<file path="src/rtl/instr_cache_fill_ctlr_pkg.sv">
// ----------------------------------------------------------------------------
// instr_cache_fill_ctlr_pkg
// Shared instruction-cache definitions: refill FSM state encoding and the
// block geometry helpers used by the cache controller, the cache sets and the
// refill engine.
// ----------------------------------------------------------------------------
package instr_cache_fill_ctlr_pkg;

    typedef enum logic [1:0] {IDLE, REQ, RECV, DONE} fill_state_t;

    // Default words per cache block (power of 2, >= 2).
    localparam int unsigned BLOCK_WORDS_DEF = 16;

    // Byte-offset bits within a block: word index bits plus 2 byte-select bits.
    function automatic int unsigned off_bits(input int unsigned block_words);
        return $clog2(block_words) + 2;
    endfunction

endpackage

</file>
<file path="src/rtl/instr_cache_fill_ctlr.sv">
// ----------------------------------------------------------------------------
// instr_cache_fill_ctlr
// Refill engine for the instruction cache. On a permitted miss it issues one
// block-aligned burst read, writes each returned beat into the victim way and
// pulses fill_done_o when the block is complete. A pipeline redirect abandons
// the fill: before the ack the request is dropped, after it the remaining
// beats are drained without being written.
//
// Ports
//   clk_i, reset_i          clock (rising edge), async active-low reset
//   instr_miss_f_i          fetch-set miss
//   instr_cache_rep_en_i    replacement permitted
//   pc_f_i                  PC of the missing instruction
//   flush_i                 pipeline redirect
//   mem_req_o/mem_addr_o    burst request and block address, held until ack
//   mem_ack_i               request accepted
//   mem_rvalid_i/rdata_i    read beats
//   fill_we_o/word_idx_o/data_o  cache word write, same cycle as the beat
//   fill_done_o             block complete pulse
//   fill_busy_o             fetch stall
// ----------------------------------------------------------------------------
module instr_cache_fill_ctlr
    import instr_cache_fill_ctlr_pkg::*;
#(
    parameter int unsigned BLOCK_WORDS = BLOCK_WORDS_DEF,
    parameter int unsigned ADDR_WIDTH  = 32,
    parameter int unsigned DATA_WIDTH  = 32
) (
    input  logic                           clk_i,
    input  logic                           reset_i,
    input  logic                           instr_miss_f_i,
    input  logic                           instr_cache_rep_en_i,
    input  logic [ADDR_WIDTH-1:0]          pc_f_i,
    input  logic                           flush_i,
    output logic                           mem_req_o,
    output logic [ADDR_WIDTH-1:0]          mem_addr_o,
    input  logic                           mem_ack_i,
    input  logic                           mem_rvalid_i,
    input  logic [DATA_WIDTH-1:0]          mem_rdata_i,
    output logic                           fill_we_o,
    output logic [$clog2(BLOCK_WORDS)-1:0] fill_word_idx_o,
    output logic [DATA_WIDTH-1:0]          fill_data_o,
    output logic                           fill_done_o,
    output logic                           fill_busy_o
);

    localparam int unsigned IDX_W = $clog2(BLOCK_WORDS);
    localparam int unsigned OFF   = off_bits(BLOCK_WORDS);
    localparam logic [ADDR_WIDTH-1:0] OFF_MASK = ADDR_WIDTH'((64'd1 << OFF) - 64'd1);
    localparam logic [IDX_W-1:0]      LAST_IDX = IDX_W'(BLOCK_WORDS - 1);

    fill_state_t             state_q, state_d;
    logic [IDX_W-1:0]        beat_cnt_q, beat_cnt_d;
    logic                    abort_q, abort_d;
    logic [ADDR_WIDTH-1:0]   addr_q, addr_d;

    always_ff @(posedge clk_i or negedge reset_i) begin
        if (!reset_i) begin
            state_q    <= IDLE;
            beat_cnt_q <= '0;
            abort_q    <= 1'b0;
            addr_q     <= '0;
        end else begin
            state_q    <= state_d;
            beat_cnt_q <= beat_cnt_d;
            abort_q    <= abort_d;
            addr_q     <= addr_d;
        end
    end

    always_comb begin
        state_d         = state_q;
        beat_cnt_d      = beat_cnt_q;
        abort_d         = abort_q;
        addr_d          = addr_q;
        mem_req_o       = 1'b0;
        mem_addr_o      = '0;
        fill_we_o       = 1'b0;
        fill_word_idx_o = beat_cnt_q;
        fill_data_o     = '0;
        fill_done_o     = 1'b0;
        fill_busy_o     = (state_q != IDLE);

        case (state_q)
            IDLE: begin
                // flush_i and stray beats have no effect here.
                if (instr_miss_f_i && instr_cache_rep_en_i) begin
                    addr_d  = pc_f_i & ~OFF_MASK;
                    state_d = REQ;
                end
            end
            REQ: begin
                mem_req_o  = 1'b1;
                mem_addr_o = addr_q;
                if (mem_ack_i) begin
                    // Once accepted the burst must be drained, so a
                    // simultaneous flush only marks it aborted.
                    state_d    = RECV;
                    beat_cnt_d = '0;
                    abort_d    = flush_i;
                end else if (flush_i) begin
                    state_d = IDLE;
                end
            end
            RECV: begin
                fill_we_o   = mem_rvalid_i & ~abort_q & ~flush_i;
                fill_data_o = mem_rdata_i;
                if (flush_i) begin
                    abort_d = 1'b1;
                end
                if (mem_rvalid_i) begin
                    beat_cnt_d = beat_cnt_q + IDX_W'(1);
                    if (beat_cnt_q == LAST_IDX) begin
                        state_d = DONE;
                    end
                end
            end
            DONE: begin
                fill_done_o = ~abort_q & ~flush_i;
                abort_d     = 1'b0;
                state_d     = IDLE;
            end
            default: state_d = IDLE;
        endcase
    end

endmodule

</file>
<file path="config.mk">
export PLATFORM = sky130hd
export DESIGN_NAME = instr_cache_fill_ctlr
export DESIGN_NICKNAME = d
export VERILOG_FILES = /design/src/rtl/instr_cache_fill_ctlr_pkg.sv /design/src/rtl/instr_cache_fill_ctlr.sv
export SDC_FILE = /design/constraint.sdc
export NUM_CORES = 1
export LEC_CHECK = 0
export ABC_CLOCK_PERIOD_IN_PS = 3700
export CORE_UTILIZATION = 36
export CTS_CLUSTER_SIZE = 10
export DETAILED_ROUTE_END_ITERATION = 16
export GPL_TIMING_DRIVEN = 0
export PLACE_DENSITY = 0.87
export SYNTH_ARGS = -nofsm -noshare
export SYNTH_HDL_FRONTEND = slang
export SYNTH_SLANG_ARGS = --single-unit
</file>
<file path="constraint.sdc">
create_clock -name clk_i -period 3.7 [get_ports clk_i]
set_input_delay 0.74 -clock clk_i [delete_from_list [all_inputs] [get_ports clk_i]]
set_output_delay 0.74 -clock clk_i [all_outputs]
set_load 0.02 [all_outputs]
</file>
**After elaboration in Yosys (flattened, before gate mapping)**

Cells that the tools add are included.

- Bits in registers: 33
- Input bits: 71
- Output and inout bits: 72
- Word-level logic and storage cells: 46

- $add $sub $neg: 1
- Eq/ne operators: 10
- Mux-type cells: 17
- Bitwise operators: 5
- Reductions and logical operators: 9

Operator list:

| cell | count |
|---|---|
| two-way mux 32 bit | 2 |
| two-way mux 2 bit | 5 |
| inequality test 2 bit, second input constant | 5 |
| two-way mux 4 bit | 2 |
| case mux 2 bit (4 select lines) | 1 |
| case mux 4 bit (2 select lines) | 1 |
| AND reduction 3 bit | 2 |
| two-way mux 1 bit | 5 |
| adder 4 x 1 -> 4 bit, second input constant | 1 |
| == test 2 bit, second input constant | 2 |
| == test 4 bit, second input constant | 1 |
| AND reduction 4 bit | 1 |
| nonzero test 2 bit | 2 |
| bitwise AND 1 bit | 3 |
| inequality test 3 bit, second input constant | 1 |
| case mux 1 bit (3 select lines) | 1 |
| nonzero test 3 bit | 1 |
| == test 2 x 1 -> 1 bit, second input constant | 1 |
| logical NOT 2 bit | 1 |
| inverter 1 bit | 2 |
| AND reduction 2 bit | 1 |
| logical AND 1 bit | 1 |

**Depth between registers and ports, before layout**

- Depth after elaboration: 4
- Depth in mapped cells: 4
- Gate-level depth less buffers: 4

**Worst setup path before layout**

No wires, ideal clock.

- Path kind: input port to output port
- Start: input mem_rvalid_i
- End: output fill_we_o
- Arrival: 1.309 ns
- Data required time: 2.960 ns
- Setup slack: 1.651 ns
- Cell stages on the path: 2
- Path buffers: 0
- Cell sequence: nand3b_1 > nor3_1

- Longest elaborated chain between the ends: 3

RTL lines:

| element | line | text |
|---|---|---|
| start: declaration | instr_cache_fill_ctlr.sv:38 | `input logic mem_rvalid_i,` |
| bitwise AND 1 bit (2 in series) | instr_cache_fill_ctlr.sv:106 | `fill_we_o = mem_rvalid_i & ~abort_q & ~flush_i;` |
| two-way mux 1 bit | instr_cache_fill_ctlr.sv:84 | `case (state_q)` |
| end: declaration | instr_cache_fill_ctlr.sv:40 | `output logic fill_we_o,` |

No other way between the ends.

==> results.sh <==
export IMPL_outcome="complete, no violations"
export IMPL_vias=1685
export IMPL_dp_hpwl_um=3990
export IMPL_setup_violations=0
export IMPL_p_leak_nw=1.35
export IMPL_rrSetupSlack_ns=2.08
export IMPL_root_buffer="clkbuf_8"
export IMPL_routedWlPerCell_um=13.3
export IMPL_post_cts_setup_buffers=0
export IMPL_cpMaxStageDelayCell="clkdlybuf4s50_1"
export IMPL_min_delay_start="addr_q[17]$_DFFE_PN0P_"
export IMPL_min_path_cells=1
export IMPL_cap_violations=0
export IMPL_die_w_um=72.9
export IMPL_sequentialPowerShare_pct=32.3
export IMPL_maxSlewViolCount=0
export IMPL_grt_pass1_wl_um=8030
export IMPL_path_buf_inv=3
export IMPL_slew_headroom_pct=52.6
export IMPL_ctsResizeCount=0
export IMPL_fin_crit_sh_pct=83.7
export IMPL_yosys_top_cells_area="dfrtp_1, and2_1, mux2_2"
export IMPL_synth_top_area_share_pct=45.6
export IMPL_crit_arrival_ns=2.36
export IMPL_syn_inst=167
export IMPL_synth_ff_type="dfrtp_1"
export IMPL_utilization_pct=68.6
export IMPL_reg2reg_to="addr_q[25]$_DFFE_PN0P_"
export IMPL_drive_above_1_share_pct=14.6
export IMPL_hold_slack_ns=0.495
export IMPL_route_detailed_drc=0
export IMPL_coreArea_um2=4790
export IMPL_crit_type="flop to primary output"
export IMPL_max_freq_ghz=0.323
export IMPL_die_h_um=72.9
export IMPL_die_area_um2=5320
export IMPL_cts_sinks=33
export IMPL_min_to="addr_q[17]$_DFFE_PN0P_"
export IMPL_min_period_ns=3.10
export IMPL_drt_pass1_iter_count=4
export IMPL_clockPowerShare_pct=12.4
export IMPL_gp_congestion=0.796
export IMPL_cp_top_family="buffers and inverters"
export IMPL_final_setup_worst_slack_ns=0.602
export IMPL_p_per_area_nw_per_um2=591
export IMPL_cts_buffers_inserted=5
export IMPL_p_int_mw=1.24
export IMPL_start_util_pct=37.8
export IMPL_ys_seq_area_share_pct=45.6
export IMPL_cp_slowest_stage_delay_ns=0.62
export IMPL_synth_cell_types=29
export IMPL_port_buffers=130
export IMPL_hold_buffers=0
export IMPL_cts_tree="yes"
export IMPL_cp_max_fo=10
export IMPL_via_per_inst=4.49
export IMPL_grt_pass1_vias=1644
export IMPL_pwr_share_comb_pct=55.3
export IMPL_drtIter0Drc=83
export IMPL_synthArstFlopShare_pct=100
export IMPL_clk_latency_ns=0.28
export IMPL_fin_area_um2=3280
export IMPL_ff2ff_path_depth=4
export IMPL_pre_cts_ws_ns=0.734
export IMPL_tightest_slew_ns=0.711
export IMPL_cts_buffer_depth=2
export IMPL_startpoint_type="flop"
export IMPL_path_clk_slew_ns=0.06
export IMPL_ioPinCount=143
export IMPL_yosys_warnings=0
export IMPL_area_growth_pct=81.3
export IMPL_dp_cells=369
export IMPL_ant_nets=0
export IMPL_placed_cell_area_um2=3210
export IMPL_ir_worst_vdd_mv=0.345
export IMPL_power_switching_mw=0.702
export IMPL_grt_total_usage_pct=20.3
export IMPL_finalNonFillerCells=375
export IMPL_cp_required_ns=2.96
export IMPL_yosysTopAreaCell="dfrtp_1"
export IMPL_switching_share_pct=36.2
export IMPL_synth_seq_cells=33
export IMPL_grt_max_degree=34
export IMPL_hold_path_class="flop to flop"
export IMPL_rows=25
export IMPL_antenna_found_initial=0
export IMPL_n_antenna_cell=0
export IMPL_finalHoldViolations=0
export IMPL_avgSynthCellArea_um2=10.8
export IMPL_crit_chain="buf_4, nor2b_1, clkbuf_1, and2_1, clkdlybuf4s50_1"
export IMPL_endpoint_kind="primary output"
export IMPL_grt_setup_unrepaired="no"
export IMPL_total_power_mw=1.94
export IMPL_rr_startpoint="state_q[0]$_DFFE_PN0P_"
export IMPL_fin_skew_ns=0.00833
export IMPL_htreeDepth=2
export IMPL_wl_um=5000
export IMPL_synth_area_um2=1810
export IMPL_setup_tns_ns=0
export IMPL_gr_total_overflow=0
export IMPL_fin_nets=381
export IMPL_synth_edff_count=0
## logic make-up (layout without fill, tap and decap cells)
kind of cell | after synthesis | count (layout) | share of synthesized area [%]
AND/OR/NAND/NOR | 77 | 77 | 26.5
multiplexers | 27 | 27 | 16.7
adder cells (fa/ha/maj) | 1 | 1 | 0.691
other | 1 | 6 | 0.207
buffers and inverters | 15 | 151 | 5.87
flip-flops | 33 | 33 | 45.6
AO/OA/AOI/OAI | 13 | 13 | 4.42
## per-layer routing
layer,part of all wire (%),GRT usage (%)
met2,51,34.4
met4,2.6,8.71
met1,37,22.5
met5,0,0
met3,9.4,8.15
## flip-flops by register name (all words and copies together) (netlist names), named ones only
signal / count
addr_q: 26
fill_word_idx_o: 4
abort_q: 1
state_q: 1
## Yosys cell counts (2+ instances only)
master,n
nor2b_1,2
buf_4,7
mux2_2,25
nand2_1,3
nor3_1,4
and2_1,59
buf_8,2
dfrtp_1,33
clkbuf_1,4
nor2_1,3
a31oi_1,2
a21oi_1,6
## layout by cell type (no fill, tap or decap), drive strengths merged
cell type and count:
nand3b 1, o21bai 1, a31oi 2, clkdlybuf4s50 129
a221o 1, mux2 26, nor2b 2, nand2 3
conb 6, and2 59, o22ai 1, ha 1
or2 1, clkbuf 9, o21ai 1, buf 11
dfrtp 33, a21oi 6, a311oi 1, nor3 4
nand2b 1, nand4 1, clkinv 1, nor2 5
inv 1, mux2i 1
## how the worst max path moves through the flow
stage	from	depth (start not counted)	end	slack [ns]
3_3_place_gp	mem_rvalid_i	4	fill_we_o	0.72
2_1_floorplan	mem_rvalid_i	2	fill_we_o	1.65
5_1_grt	flop	5	fill_data_o[24]	0.34
3_5_place_dp	mem_rvalid_i	4	fill_we_o	0.73
4_1_cts	state_q[0]$_DFFE_PN0P_	5	mem_addr_o[15]	0.55
6_report	flop	5	fill_data_o[24]	0.60
## final cells by class
class	instances	area [um^2]
fillers	381	1500
plain buffers	14	103
clock buffers	5	68.8
repair buffers	130	1300
clock inverters	1	5.00
well taps	67	83.8
flip-flops and latches	33	826
multi-input cells	124	897
inverters	1	3.75
## power by group through the flow
stage,clock (mW),combinational (mW),sequential [mW]
floorplan,0,0.603,0.629
global placement,0,1.07,0.624
detailed placement,0,1.08,0.636
CTS,0.248,1.09,0.631
global route,0.267,1.16,0.658
finish,0.240,1.07,0.627
(Power assumes the default switching activity.)
